File: src/rtl/hirose_pkg.sv
// rtl/hirose_pkg.sv - shared sizes, default chaining values and FSM states for the Hirose/PRESENT hash
package hirose_pkg;

  localparam int BLOCK_SIZE = 64;
  localparam int HASH_SIZE  = 128;
  localparam int KEY_SIZE   = 128;

  localparam logic [BLOCK_SIZE-1:0] DEF_IV_G    = 64'h0;
  localparam logic [BLOCK_SIZE-1:0] DEF_IV_H    = 64'h0;
  localparam logic [BLOCK_SIZE-1:0] DEF_CONST_C = 64'h0000_0000_0000_0001;

  typedef enum logic [2:0] {
    S_LOAD    = 3'd0,
    S_START_G = 3'd1,
    S_WAIT_G  = 3'd2,
    S_START_H = 3'd3,
    S_WAIT_H  = 3'd4,
    S_DONE    = 3'd5
  } state_t;

endpackage

File: src/rtl/hirose_present_uut_present_core.sv
// rtl/hirose_present_uut_present_core.sv - round-based PRESENT-128 encryptor, done 32 cycles after start
module present_core
  import hirose_pkg::*;
(
  input  logic                  clk,
  input  logic                  rst,
  input  logic                  start,
  input  logic [KEY_SIZE-1:0]   key_i,
  input  logic [BLOCK_SIZE-1:0] pt_i,
  output logic [BLOCK_SIZE-1:0] ct_o,
  output logic                  done_o
);

  logic [BLOCK_SIZE-1:0] state_q, state_d;
  logic [KEY_SIZE-1:0]   key_q, key_d;
  logic [4:0]            rnd_q, rnd_d;
  logic                  busy_q, busy_d;
  logic                  done_q, done_d;
  logic [BLOCK_SIZE-1:0] sb;
  logic [BLOCK_SIZE-1:0] perm;
  logic [KEY_SIZE-1:0]   key_rot;
  logic [KEY_SIZE-1:0]   key_next;

  function automatic logic [3:0] sbox(input logic [3:0] x);
    case (x)
      4'h0: sbox = 4'hC;  4'h1: sbox = 4'h5;  4'h2: sbox = 4'h6;  4'h3: sbox = 4'hB;
      4'h4: sbox = 4'h9;  4'h5: sbox = 4'h0;  4'h6: sbox = 4'hA;  4'h7: sbox = 4'hD;
      4'h8: sbox = 4'h3;  4'h9: sbox = 4'hE;  4'hA: sbox = 4'hF;  4'hB: sbox = 4'h8;
      4'hC: sbox = 4'h4;  4'hD: sbox = 4'h7;  4'hE: sbox = 4'h1;  default: sbox = 4'h2;
    endcase
  endfunction

  // One round: add round key, sbox layer, bit permutation; key schedule runs alongside.
  always_comb begin
    sb   = '0;
    perm = '0;
    for (int i = 0; i < 16; i++) begin
      sb[4*i +: 4] = sbox(state_q[4*i +: 4] ^ key_q[64+4*i +: 4]);
    end
    for (int i = 0; i < 63; i++) begin
      perm[(i*16) % 63] = sb[i];
    end
    perm[63] = sb[63];
    key_rot  = {key_q[66:0], key_q[127:67]};
    key_next = key_rot;
    key_next[127:124] = sbox(key_rot[127:124]);
    key_next[123:120] = sbox(key_rot[123:120]);
    key_next[66:62]   = key_rot[66:62] ^ rnd_q;
  end

  always_comb begin
    state_d = state_q;
    key_d   = key_q;
    rnd_d   = rnd_q;
    busy_d  = busy_q;
    done_d  = 1'b0;
    if (start && !busy_q) begin
      state_d = pt_i;
      key_d   = key_i;
      rnd_d   = 5'd1;
      busy_d  = 1'b1;
    end else if (busy_q) begin
      state_d = perm;
      key_d   = key_next;
      rnd_d   = rnd_q + 5'd1;
      if (rnd_q == 5'd31) begin
        busy_d = 1'b0;
        done_d = 1'b1;
      end
    end
  end

  always_ff @(posedge clk) begin
    if (rst) begin
      state_q <= '0;
      key_q   <= '0;
      rnd_q   <= '0;
      busy_q  <= 1'b0;
      done_q  <= 1'b0;
    end else begin
      state_q <= state_d;
      key_q   <= key_d;
      rnd_q   <= rnd_d;
      busy_q  <= busy_d;
      done_q  <= done_d;
    end
  end

  // After round 31 the key register already holds K32, so the final whitening is combinational.
  assign ct_o   = state_q ^ key_q[127:64];
  assign done_o = done_q;

endmodule

File: src/rtl/hirose_present_uut.sv
// rtl/hirose_present_uut.sv - single-block Hirose compression over one shared PRESENT-128 core
module hirose_present_uut
  import hirose_pkg::*;
#(
  parameter logic [BLOCK_SIZE-1:0] IV_G    = DEF_IV_G,
  parameter logic [BLOCK_SIZE-1:0] IV_H    = DEF_IV_H,
  parameter logic [BLOCK_SIZE-1:0] CONST_C = DEF_CONST_C
) (
  input  logic                  clk,
  input  logic                  rst,
  input  logic [BLOCK_SIZE-1:0] block_i,
  output logic [HASH_SIZE-1:0]  hash_o,
  output logic                  end_o
);

  state_t                state_q, state_d;
  logic [BLOCK_SIZE-1:0] m_q, m_d;
  logic [BLOCK_SIZE-1:0] g_q, g_d;
  logic [BLOCK_SIZE-1:0] h_q, h_d;
  logic                  start_q, start_d;
  logic [BLOCK_SIZE-1:0] ct;
  logic                  ct_done;
  logic [BLOCK_SIZE-1:0] pt;

  // start_q is high exactly while in a START_* state, so pt follows the state.
  assign pt = (state_q == S_START_G) ? IV_G : (IV_G ^ CONST_C);

  present_core u_core (
    .clk    (clk),
    .rst    (rst),
    .start  (start_q),
    .key_i  ({IV_H, m_q}),
    .pt_i   (pt),
    .ct_o   (ct),
    .done_o (ct_done)
  );

  always_comb begin
    state_d = state_q;
    m_d     = m_q;
    g_d     = g_q;
    h_d     = h_q;
    start_d = 1'b0;
    case (state_q)
      S_LOAD: begin
        m_d     = block_i;
        start_d = 1'b1;
        state_d = S_START_G;
      end
      S_START_G: state_d = S_WAIT_G;
      S_WAIT_G: begin
        if (ct_done) begin
          g_d     = ct ^ IV_G;
          start_d = 1'b1;
          state_d = S_START_H;
        end
      end
      S_START_H: state_d = S_WAIT_H;
      S_WAIT_H: begin
        if (ct_done) begin
          h_d     = ct ^ IV_G ^ CONST_C;
          state_d = S_DONE;
        end
      end
      S_DONE:  state_d = S_DONE;
      default: state_d = S_LOAD;
    endcase
  end

  always_ff @(posedge clk) begin
    if (rst) begin
      state_q <= S_LOAD;
      m_q     <= '0;
      g_q     <= '0;
      h_q     <= '0;
      start_q <= 1'b0;
    end else begin
      state_q <= state_d;
      m_q     <= m_d;
      g_q     <= g_d;
      h_q     <= h_d;
      start_q <= start_d;
    end
  end

  assign end_o  = (state_q == S_DONE);
  assign hash_o = end_o ? {g_q, h_q} : '0;

endmodule

File: config.mk
export PLATFORM = sky130hd
export DESIGN_NAME = hirose_present_uut
export DESIGN_NICKNAME = d
export VERILOG_FILES = /design/src/rtl/hirose_pkg.sv /design/src/rtl/hirose_present_uut_present_core.sv /design/src/rtl/hirose_present_uut.sv
export SDC_FILE = /design/constraint.sdc
export NUM_CORES = 1
export LEC_CHECK = 0
export BUFFER_PORTS_ARGS = -buffer_cell sky130_fd_sc_hd__buf_2
export CELL_PAD_IN_SITES_DETAIL_PLACEMENT = 1
export CELL_PAD_IN_SITES_GLOBAL_PLACEMENT = 1
export CORE_MARGIN = 2
export CORE_UTILIZATION = 40
export CTS_CLUSTER_SIZE = 24
export DETAILED_ROUTE_END_ITERATION = 6
export PLACE_DENSITY = 0.81
export SETUP_SLACK_MARGIN = 0.2
export SLEW_MARGIN = 10
export SYNTH_ARGS = -nofsm -noshare
export SYNTH_HDL_FRONTEND = slang
export SYNTH_SLANG_ARGS = --single-unit
File: constraint.sdc
create_clock -name clk -period 3.6 [get_ports clk]
set_input_delay 0.54 -clock clk [delete_from_list [all_inputs] [get_ports clk]]
set_output_delay 0.54 -clock clk [all_outputs]
set_load 0.02 [all_outputs]
==> qor.csv, run 1 <==
metric,value,unit
share of the synthesized area in the top cell type,42.1,%
Syn Nets,2150,
Area Overhead vs Synth,14.5,%
CP startpoint,state_q[0]$_SDFFE_PP0P_,
hpwl dp,37.7,mm
Filler cells,5288,
slowest cell delay on critical path,0.63,ns
First-pass DRT Iterations,4,
post-route antenna net violation count,0,
"Buf+Inv Stages, Crit Path",2,
crit path max fanout,53,
Synth area leader,dfxtp_1,
Max Clk Rate,318,MHz
Post-synth EDFFs,0,
Hold Path Class,input pin to flop,
Mapped Cells,1992,
Final period util,87.4,%
TNS Setup,0,ns
"Clk Latency, worst-skew pair",0.55,ns
Starting Density,40.4,%
clk buf depth,3,
Clock transition at path regs,0.06,ns
Worst-Margin Slew,1.13,ns
Crit path max-delay family,simple AND/OR/NAND/NOR gates,
endpoints failing hold,0,
top-count cell post-synth,dfxtp_1,
PwrDens,691,nW/um^2
clock sinks,395,
Async SR Flop Fraction,0,%
initial antenna violation count,3,
All-Layer GR Usage,21.6,%
Tmin final,3.15,ns
reg2reg end,u_core.state_q[33]$_SDFFE_PP0P_,
first-pass GRT wire length,82.5,mm
PortBufs,194,
DRC Markers,0,
prevailing post-synth register cell,dfxtp_1,
Die X,221,um
GP Congestion,0.817,
row cnt,79,
clk_skew,0.0135,ns
leakage dissipation,8.78,nW
total CTS buffers,41,
#FFs+latches synth,395,
top post-synthesis cells by count,"395 x dfxtp_1, 333 x nor2_1, 179 x mux2i_1",
vias,14413,
yosys warns,0,
WL per Instance,19.5,um
sequential share of the synthesized area,42.1,%
Worst Setup EP,hash_o[79],
CP max-delay cell,dfxtp_1,
Core Region,46500,um^2
Post-Route WL,53.5,mm
unrepaired setup endpoints after global routing,no,
"top cells by area, synth","dfxtp_1 42%, mux2i_1 9.5%, nor2_1 6.7%",
largest net degree at the start of global routing,116,
vias in the first global route,14827,
Worst EP required,3.06,ns
H-tree Lvls,2,
CP endpoint kind,output port,
Die Area,48700,um^2
slew margin rel.,24.8,%
FF-to-FF Start,u_core.key_q[68]$_SDFFE_PP0P_,
fin. max-slew vios,0,
final setup vio count,0,
die extent in y,221,um
syn_area_per_cell,9.43,um^2
I/O pin count,195,
share of cells above drive strength 1,17.6,%
Mapped Area,18800,um^2
crit path DAT,2.61,ns
post-layout net count,2270,
Root Buffer,clkbuf_16,
Worst path depth,4,
GRT overflow,0,
Netlist cell types,43,
Starting DRT DRC Count,969,
vias per cell,5.24,
R2R setup slack,1.07,ns
outcome,"finished, final reports clean",
Pwr Total,14.9,mW
TritonCTS clock tree,built,
VDD IR max,0.000338,V
r2r worst-path depth,5,
Max-cap violations,0,
Worst setup SP type,flop,
crit path kind,flop to output port,
# Post-CTS Setup Buffers,0,
CP Cell Sequence,and3b_4 > buf_4 > and2_1 > buf_2,
==> worst min path at each step <==
stage                              startpoint  cells past startpoint  slack [ns]                   end
final                             block_i[15]                      3        0.23  m_q[15]$_SDFFE_PP0N_
after global routing              block_i[56]                      3        0.23  m_q[56]$_SDFFE_PP0N_
after CTS                         block_i[15]                      3        0.21  m_q[15]$_SDFFE_PP0N_
after detailed placement  m_q[1]$_SDFFE_PP0N_                      2        0.45   m_q[1]$_SDFFE_PP0N_
after global placement    m_q[1]$_SDFFE_PP0N_                      2        0.45   m_q[1]$_SDFFE_PP0N_
after floorplan           m_q[0]$_SDFFE_PP0N_                      2        0.44   m_q[0]$_SDFFE_PP0N_
==> what timing repair did <==
action,4_1_cts,5_1_grt
gates resized for setup,0,1
hold buffers,0,0
setup endpoints to repair,0,53
==> sequential cells by signal (all words and copies together), names as in the netlist <==
name,flops
u_core.key_q,128
g_q,64
h_q,64
m_q,64
u_core.state_q,64
u_core.rnd_q,5
state_q,3
start_q,1
u_core.busy_q,1
u_core.done_o,1
==> worst min-delay path, stage by stage <==
cell and delay, ns:
buf_2 0.09, nand2_1 0.04, a21oi_1 0.05
==> final cells by class <==
cell class              instances  area, um^2  share of cell area (%)
clock inverters                18         298                    1.38
multi-input cells            1396        9940                    46.2
inverters                      64         240                    1.12
repair buffers                214        1140                    5.31
well taps                     607         759                    3.53
clock buffers                  55        1200                    5.59
diodes                          1        2.50                  0.0116
flip-flops and latches        395        7920                    36.8
==> per-stage QoR <==
stage	instances	cell area, um^2	util [%]	worst slack, ns	hold slack, ns
finish	2750	21500	46.3	0.453	0.231
global route	2750	21500	46.3	0.280	0.228
detailed placement	2676	20000	43.0	0.833	0.452
CTS	2749	21500	46.3	0.256	0.213
floorplan	1992	18800	-	1.69	0.436
global placement	2676	20000	43.0	1.06	0.448
==> report_power, final <==
part	switching [mW]	internal (mW)
combinational	2.58	1.77
clock	1.82	2.92
sequential	0.803	4.96
==> cell usage in the layout (no fill, tap or decap), types with 2 or more instances in the layout <==
master / count
inv_6: 2
clkbuf_1: 4
mux4_1: 3
nand2_1: 168
xor2_1: 20
nor3_4: 3
mux4_2: 33
inv_1: 61
clkbuf_16: 43
inv_2: 3
nor2_1: 333
dfxtp_4: 2
mux2i_1: 179
a22o_1: 24
clkbuf_8: 9
o21ai_1: 10
a21oi_1: 146
xnor2_2: 32
buf_4: 19
bufinv_16: 8
a211oi_2: 3
xnor2_1: 24
o21ai_0: 30
xor2_2: 11
clkinv_2: 8
dfxtp_1: 393
and2_1: 129
nor2b_1: 3
nor3b_1: 4
nor3_1: 17
a211oi_1: 116
buf_2: 193
ha_1: 92
==> layer usage <==
layer  track usage [%]  up-vias  wire length [um]
met5                 0        -                30
met4              6.04        4              1230
met3              3.35       78              2310
met2              36.0      285             25100
met1              28.9     7112             24800
li1                  -     6934                 -
==> logic make-up after synthesis <==
family	count (synthesis)	share of synthesized area (%)
mux	215	13.9
fa+ha+maj	92	6.13
simple gates	667	15.7
xor+xnor	89	6.07
buf+inv	201	5.04
compound gates	333	11.1
flops	395	42.1
(Power assumes the default switching activity.)
==> run 2, diff against run 1 <==
- CORE_UTILIZATION: 40 -> 49
- PLACE_DENSITY: 0.81 -> 0.95
==> run 2 against run 1 <==
Combinational power rose by 17%; sequential power barely moved; register-to-register slack got worse by 0.02 ns; clock skew increased by 0.015 ns; final cell count is 3.6% lower; sequential cell count did not move; critical path depth unchanged; via count up 11%; sequential share of layout area is 0.42 points higher; worst hold slack lost 0.022 ns; fmax up 5.8%; clock-buffer cell count is 2 higher.
==> qor.csv, run 2 (synthesis results as in run 1) <==
metric,value,unit
outcome,"finished, final reports clean",
crit path max fanout,129,
first-pass GRT wire length,104,mm
hpwl dp,41.5,mm
Internal,9.20,mW
Area Overhead vs Synth,13.2,%
Max Clk Rate,336,MHz
post-layout net count,2268,
Max-cap violations,0,
largest net degree at the start of global routing,204,
final setup vio count,0,
CP endpoint kind,output port,
P_sw,5.88,mW
Die Area,39900,um^2
vias,15974,
share of cells above drive strength 1,17.4,%
Clock transition at path regs,0.07,ns
VDD IR max,0.000446,V
Worst-Margin Slew,1.03,ns
DRC Markers,0,
vias per cell,6.03,
die extent in y,200,um
Net Sw Frac,39.0,%
TNS Setup,0,ns
register with the most flip-flops,u_core.key_q,
unrepaired setup endpoints after global routing,no,
WL per Instance,26.0,um
Final period util,82.6,%
slew margin rel.,31.6,%
Clk pwr share,28.4,%
endpoints failing hold,0,
PwrDens,710,nW/um^2
Filler cells,4291,
"commonest non-fill, non-tap cells in the layout","393 x dfxtp_1, 333 x nor2_1, 193 x buf_2",
I/O pin count,195,
total CTS buffers,40,
row cnt,71,
clk buf depth,3,
Root Buffer,clkbuf_16,
First-pass DRT Iterations,7,
clk_skew,0.0284,ns
post-route antenna net violation count,0,
Post-Route WL,68.8,mm
placed cell area,19900,um^2
Starting Density,49.9,%
Worst EP required,3.06,ns
Post-CTS Resized,0,
Post-Layout Inst Area,21300,um^2
H-tree Lvls,2,
Core Region,37700,um^2
# Post-CTS Setup Buffers,0,
initial antenna violation count,1,
GP Congestion,0.844,
vias in the first global route,16958,
Die X,200,um
Tmin final,2.97,ns
Starting DRT DRC Count,1158,
max reg flops,128,
Seq pwr share,38.0,%
fin. max-slew vios,0,
crit path DAT,2.43,ns
Worst setup SP type,flop,
GRT overflow,0,
Combinational Power Share,33.6,%
TritonCTS clock tree,built,
Hold Path Class,input pin to flop,
Pwr Total,15.1,mW
CTS Hold Bufs,0,
PortBufs,194,
crit path kind,flop to output port,
leakage dissipation,8.71,nW
"commonest non-fill, non-tap cell in the layout",dfxtp_1,
"Clk Latency, worst-skew pair",0.57,ns
clock sinks,395,
All-Layer GR Usage,34.2,%
==> run 2: changes by cell type in the layout (fill, tap and decap cells not counted), sizes merged <==
| cell | before | now |
|---|---|---|
| inv | 66 | 67 |
| bufinv | 8 | 1 |
| clkbuf | 56 | 58 |
| clkinv | 8 | 9 |
| buf | 213 | 212 |
==> run 2: routing by layer <==
layer | vias to the layer above | wire (um) | global-route usage (%) | part of all wire [%]
met3 | 288 | 5080 | 7.07 | 7.4
met5 | - | 0 | 0 | 0
li1 | 6932 | - | - | -
met1 | 7908 | 26800 | 40.7 | 39
met4 | 0 | 4580 | 21.8 | 6.7
met2 | 846 | 32400 | 56.5 | 47
==> run 2: area by class of cell <==
cell class	count	area [um^2]	area share [%]
Clock inverter	13	104	0.489
Timing Repair Buffer	213	1220	5.73
Sequential cell	395	7920	37.2
Antenna cell	1	2.50	0.0118
Clock buffer	57	1200	5.63
Tap cell	511	639	3.01
Inverter	64	240	1.13
Multi-Input combinational cell	1396	9940	46.8
==> run 2: power groups by stage <==
stage | clock, mW | combinational [mW] | sequential (mW)
after floorplan | 0 | 3.60 | 5.35
after global placement | 0 | 4.23 | 5.68
after detailed placement | 0 | 4.60 | 5.74
after CTS | 4.28 | 4.92 | 5.69
after global routing | 4.46 | 5.37 | 5.75
final | 4.28 | 5.08 | 5.73
==> run 2: critical path: stages, from the launching register on <==
cell     delay, ns
dfxtp_1       0.68
and3b_2       0.32
buf_12        0.33
and2_1        0.27
buf_2         0.19
==> run 2: path summary, 6_finish.rpt <==
kind                                                     start                               to  slack, ns  cells after the start
worst min-delay path                               block_i[15]             m_q[15]$_SDFFE_PP0N_       0.21                      3
worst max-delay path                   state_q[0]$_SDFFE_PP0P_                        hash_o[0]       0.63                      4
worst min register to register            m_q[21]$_SDFFE_PP0N_             m_q[21]$_SDFFE_PP0N_       0.46                      2
worst max register to register  u_core.key_q[116]$_SDFFE_PP0P_  u_core.state_q[13]$_SDFFE_PP0P_       1.05                      6
==> run 2: metrics by stage <==
step           hold WS [ns]  setup slack (ns)  utilization [%]  cells
5_1_grt               0.237             0.557             56.4   2649
4_1_cts               0.199             0.669             56.4   2648
2_1_floorplan         0.436              1.69                -   1992
6_report              0.209             0.626             56.4   2650
3_5_place_dp          0.454              1.25             52.9   2578
3_3_place_gp          0.444              1.40             52.9   2578
==> run 3, diff against run 2 <==
- ABC_AREA: default -> 1
- CORE_UTILIZATION: 49 -> 38
- PLACE_DENSITY: 0.95 -> 0.86
- clock period: 3.6 -> 2.7 ns (I/O delays scaled with it)
==> run 3 against run 2 <==
First-iteration DRC count grew 11%; clock skew shrank 0.0076 ns; sequential share of layout area shrank 2.0 points; combinational power shrank 16%; area after synthesis grew 4.1%; global-route usage shrank 11 points; clock power grew 34%; largest power group unchanged.
==> qor.csv, run 3 <==
metric,value,unit
WL per Instance,17.0,um
post-route antenna net violation count,0,
syn_area_per_cell,6.75,um^2
die extent in y,231,um
first-pass GRT wire length,97.8,mm
total CTS buffers,43,
Netlist cell types,30,
row cnt,83,
Starting Density,38.3,%
clk buf depth,3,
Die X,231,um
crit path kind,flop to output port,
Final period util,89.2,%
PortBufs,194,
diodes inserted,0,
unrepaired setup endpoints after global routing,no,
Core Region,51100,um^2
crit path DAT,2.00,ns
vias per cell,5.02,
Post-synth EDFFs,0,
fin. max-slew vios,0,
leakage dissipation,9.85,nW
register with the most flip-flops,u_core.key_q,
DRC Markers,0,
All-Layer GR Usage,22.9,%
slew margin rel.,38.1,%
Filler cells,6707,
mux cell area share after synthesis,0,%
Mapped Cells,2898,
share of the synthesized area in the top cell type,40.4,%
VDD IR max,0.000375,V
hpwl dp,43.8,mm
Synth Area in Adders,5.89,%
Tmin final,2.41,ns
top-count cell post-synth,nand2_1,
"top cells by area, synth","dfxtp_1 40%, nand2_1 15%, inv_1 7.5%",
TritonCTS clock tree,built,
Post-Route WL,63.4,mm
sequential share of the synthesized area,40.4,%
I/O pin count,195,
outcome,"finished, final reports clean",
"Clk Latency, worst-skew pair",0.59,ns
Syn Nets,3056,
PwrDens,754,nW/um^2
initial antenna violation count,1,
clock sinks,395,
vias,18708,
share of cells above drive strength 1,10.1,%
largest family of logic cells by synthesized area,simple AND/OR/NAND/NOR gates,
GRT overflow,0,
Async SR Flop Fraction,0,%
First-pass DRT Iterations,5,
post-layout net count,3173,
complex-gate fraction of the synthesized area,14.5,%
final setup vio count,0,
GP Congestion,0.873,
"commonest non-fill, non-tap cell in the layout",nand2_1,
top post-synthesis cells by count,"806 x nand2_1, 395 x dfxtp_1, 389 x inv_1",
prevailing post-synth register cell,dfxtp_1,
Root Buffer,clkbuf_16,
H-tree Lvls,2,
vias in the first global route,18133,
tightest hold margin,0.0689,ns
Worst setup SP type,flop,
Worst-Margin Slew,0.929,ns
Max Clk Rate,415,MHz
Synth area leader,dfxtp_1,
Die Area,53300,um^2
Synth Area in Simple Gates,26.3,%
yosys warns,0,
#FFs+latches synth,395,
TNS Setup,0,ns
Hold Path Class,input pin to flop,
clk_skew,0.0209,ns
Starting DRT DRC Count,1290,
crit path max fanout,32,
largest net degree at the start of global routing,166,
"commonest non-fill, non-tap cells in the layout","806 x nand2_1, 392 x dfxtp_1, 388 x inv_1",
endpoints failing hold,0,
Area Overhead vs Synth,14.9,%
xor/xnor share of the synthesized area,1.66,%
max reg flops,128,
CP endpoint kind,output port,
Mapped Area,19600,um^2
Clock transition at path regs,0.06,ns
Max-cap violations,0,
Worst EP required,2.30,ns
run 3: cell types whose count changed after synthesis, sizes merged, moves of 24 or more:
cell and delta:
nand2 +640, inv +330, nand3 +206, o21ai +206, mux2i -179, and2 -129, a211oi -118, a21oi +105
nor2 -69, o211ai +42, xnor2 -37, mux4 -36, a22o -24
run 3: per-stage QoR:
step	total power, mW	utilization [%]	instances	area (um^2)	setup slack (ns)
2_1_floorplan	9.90	-	2898	19600	0.713
3_3_place_gp	11.1	41.0	3647	21000	0.528
3_5_place_dp	11.2	41.0	3647	21000	0.384
4_1_cts	17.0	43.7	3722	22300	0.174
5_1_grt	17.9	44.0	3725	22500	0.159
6_report	16.9	44.0	3725	22500	0.292
run 3: cell type report:
type	count	area (um^2)	area share (%)
repair buffers	219	1380	6.14
inverters	395	1500	6.69
clock buffers	65	1290	5.73
flip-flops and latches	395	7910	35.2
clock inverters	10	67.6	0.301
well taps	680	851	3.79
multi-input cells	1961	9470	42.1
run 3: critical path, cell delays in order (launching register included):
cell       delay, ns
dfxtp_2         0.36
inv_2           0.05
nor2_2          0.11
inv_2           0.08
nor2_2          0.10
bufinv_8        0.22
clkbuf_16       0.21
nor2_1          0.14
buf_4           0.16
run 3: path summary, 6_finish.rpt:
path	start	endpoint	slack [ns]	cells past startpoint
worst min register to register	u_core.key_q[36]$_SDFFE_PP0P_	u_core.key_q[97]$_SDFFE_PP0P_	0.46	2
worst min-delay path	block_i[30]	m_q[30]$_SDFFE_PP0N_	0.07	3
worst max register to register	u_core.busy_q$_SDFF_PP0_	u_core.key_q[39]$_SDFFE_PP0P_	0.70	8
worst max-delay path	state_q[2]$_SDFFE_PP0P_	hash_o[22]	0.29	8
run 3: repair_timing:
action | CTS | global route
buffers inserted | 0 | 0
gates cloned | 0 | 3
endpoints found under the setup margin | 128 | 128
gates resized for setup | 3 | 31
hold buffers | 0 | 0
hold endpoints to repair | 0 | 0
run 3: routing by layer:
metal	routed length (um)	track usage, %	vias up
met1	30900	32.4	8959
met5	7	0	-
met3	2870	3.38	69
li1	-	-	9303
met2	28200	36.4	375
met4	1370	5.75	2
run 3: logic make-up (layout without fill, tap and decap cells):
kind of cell	count (synthesis)	after routing
adder cells (fa/ha/maj)	92	92
flip-flops	395	395
AND/OR/NAND/NOR	1289	1289
buffers and inverters	542	689
AO/OA/AOI/OAI	543	543
XOR/XNOR	37	37
run 3: power breakdown:
group          internal [mW]  switching (mW)
combinational           1.25            3.02
clock                   3.29            2.46
sequential              6.44           0.488
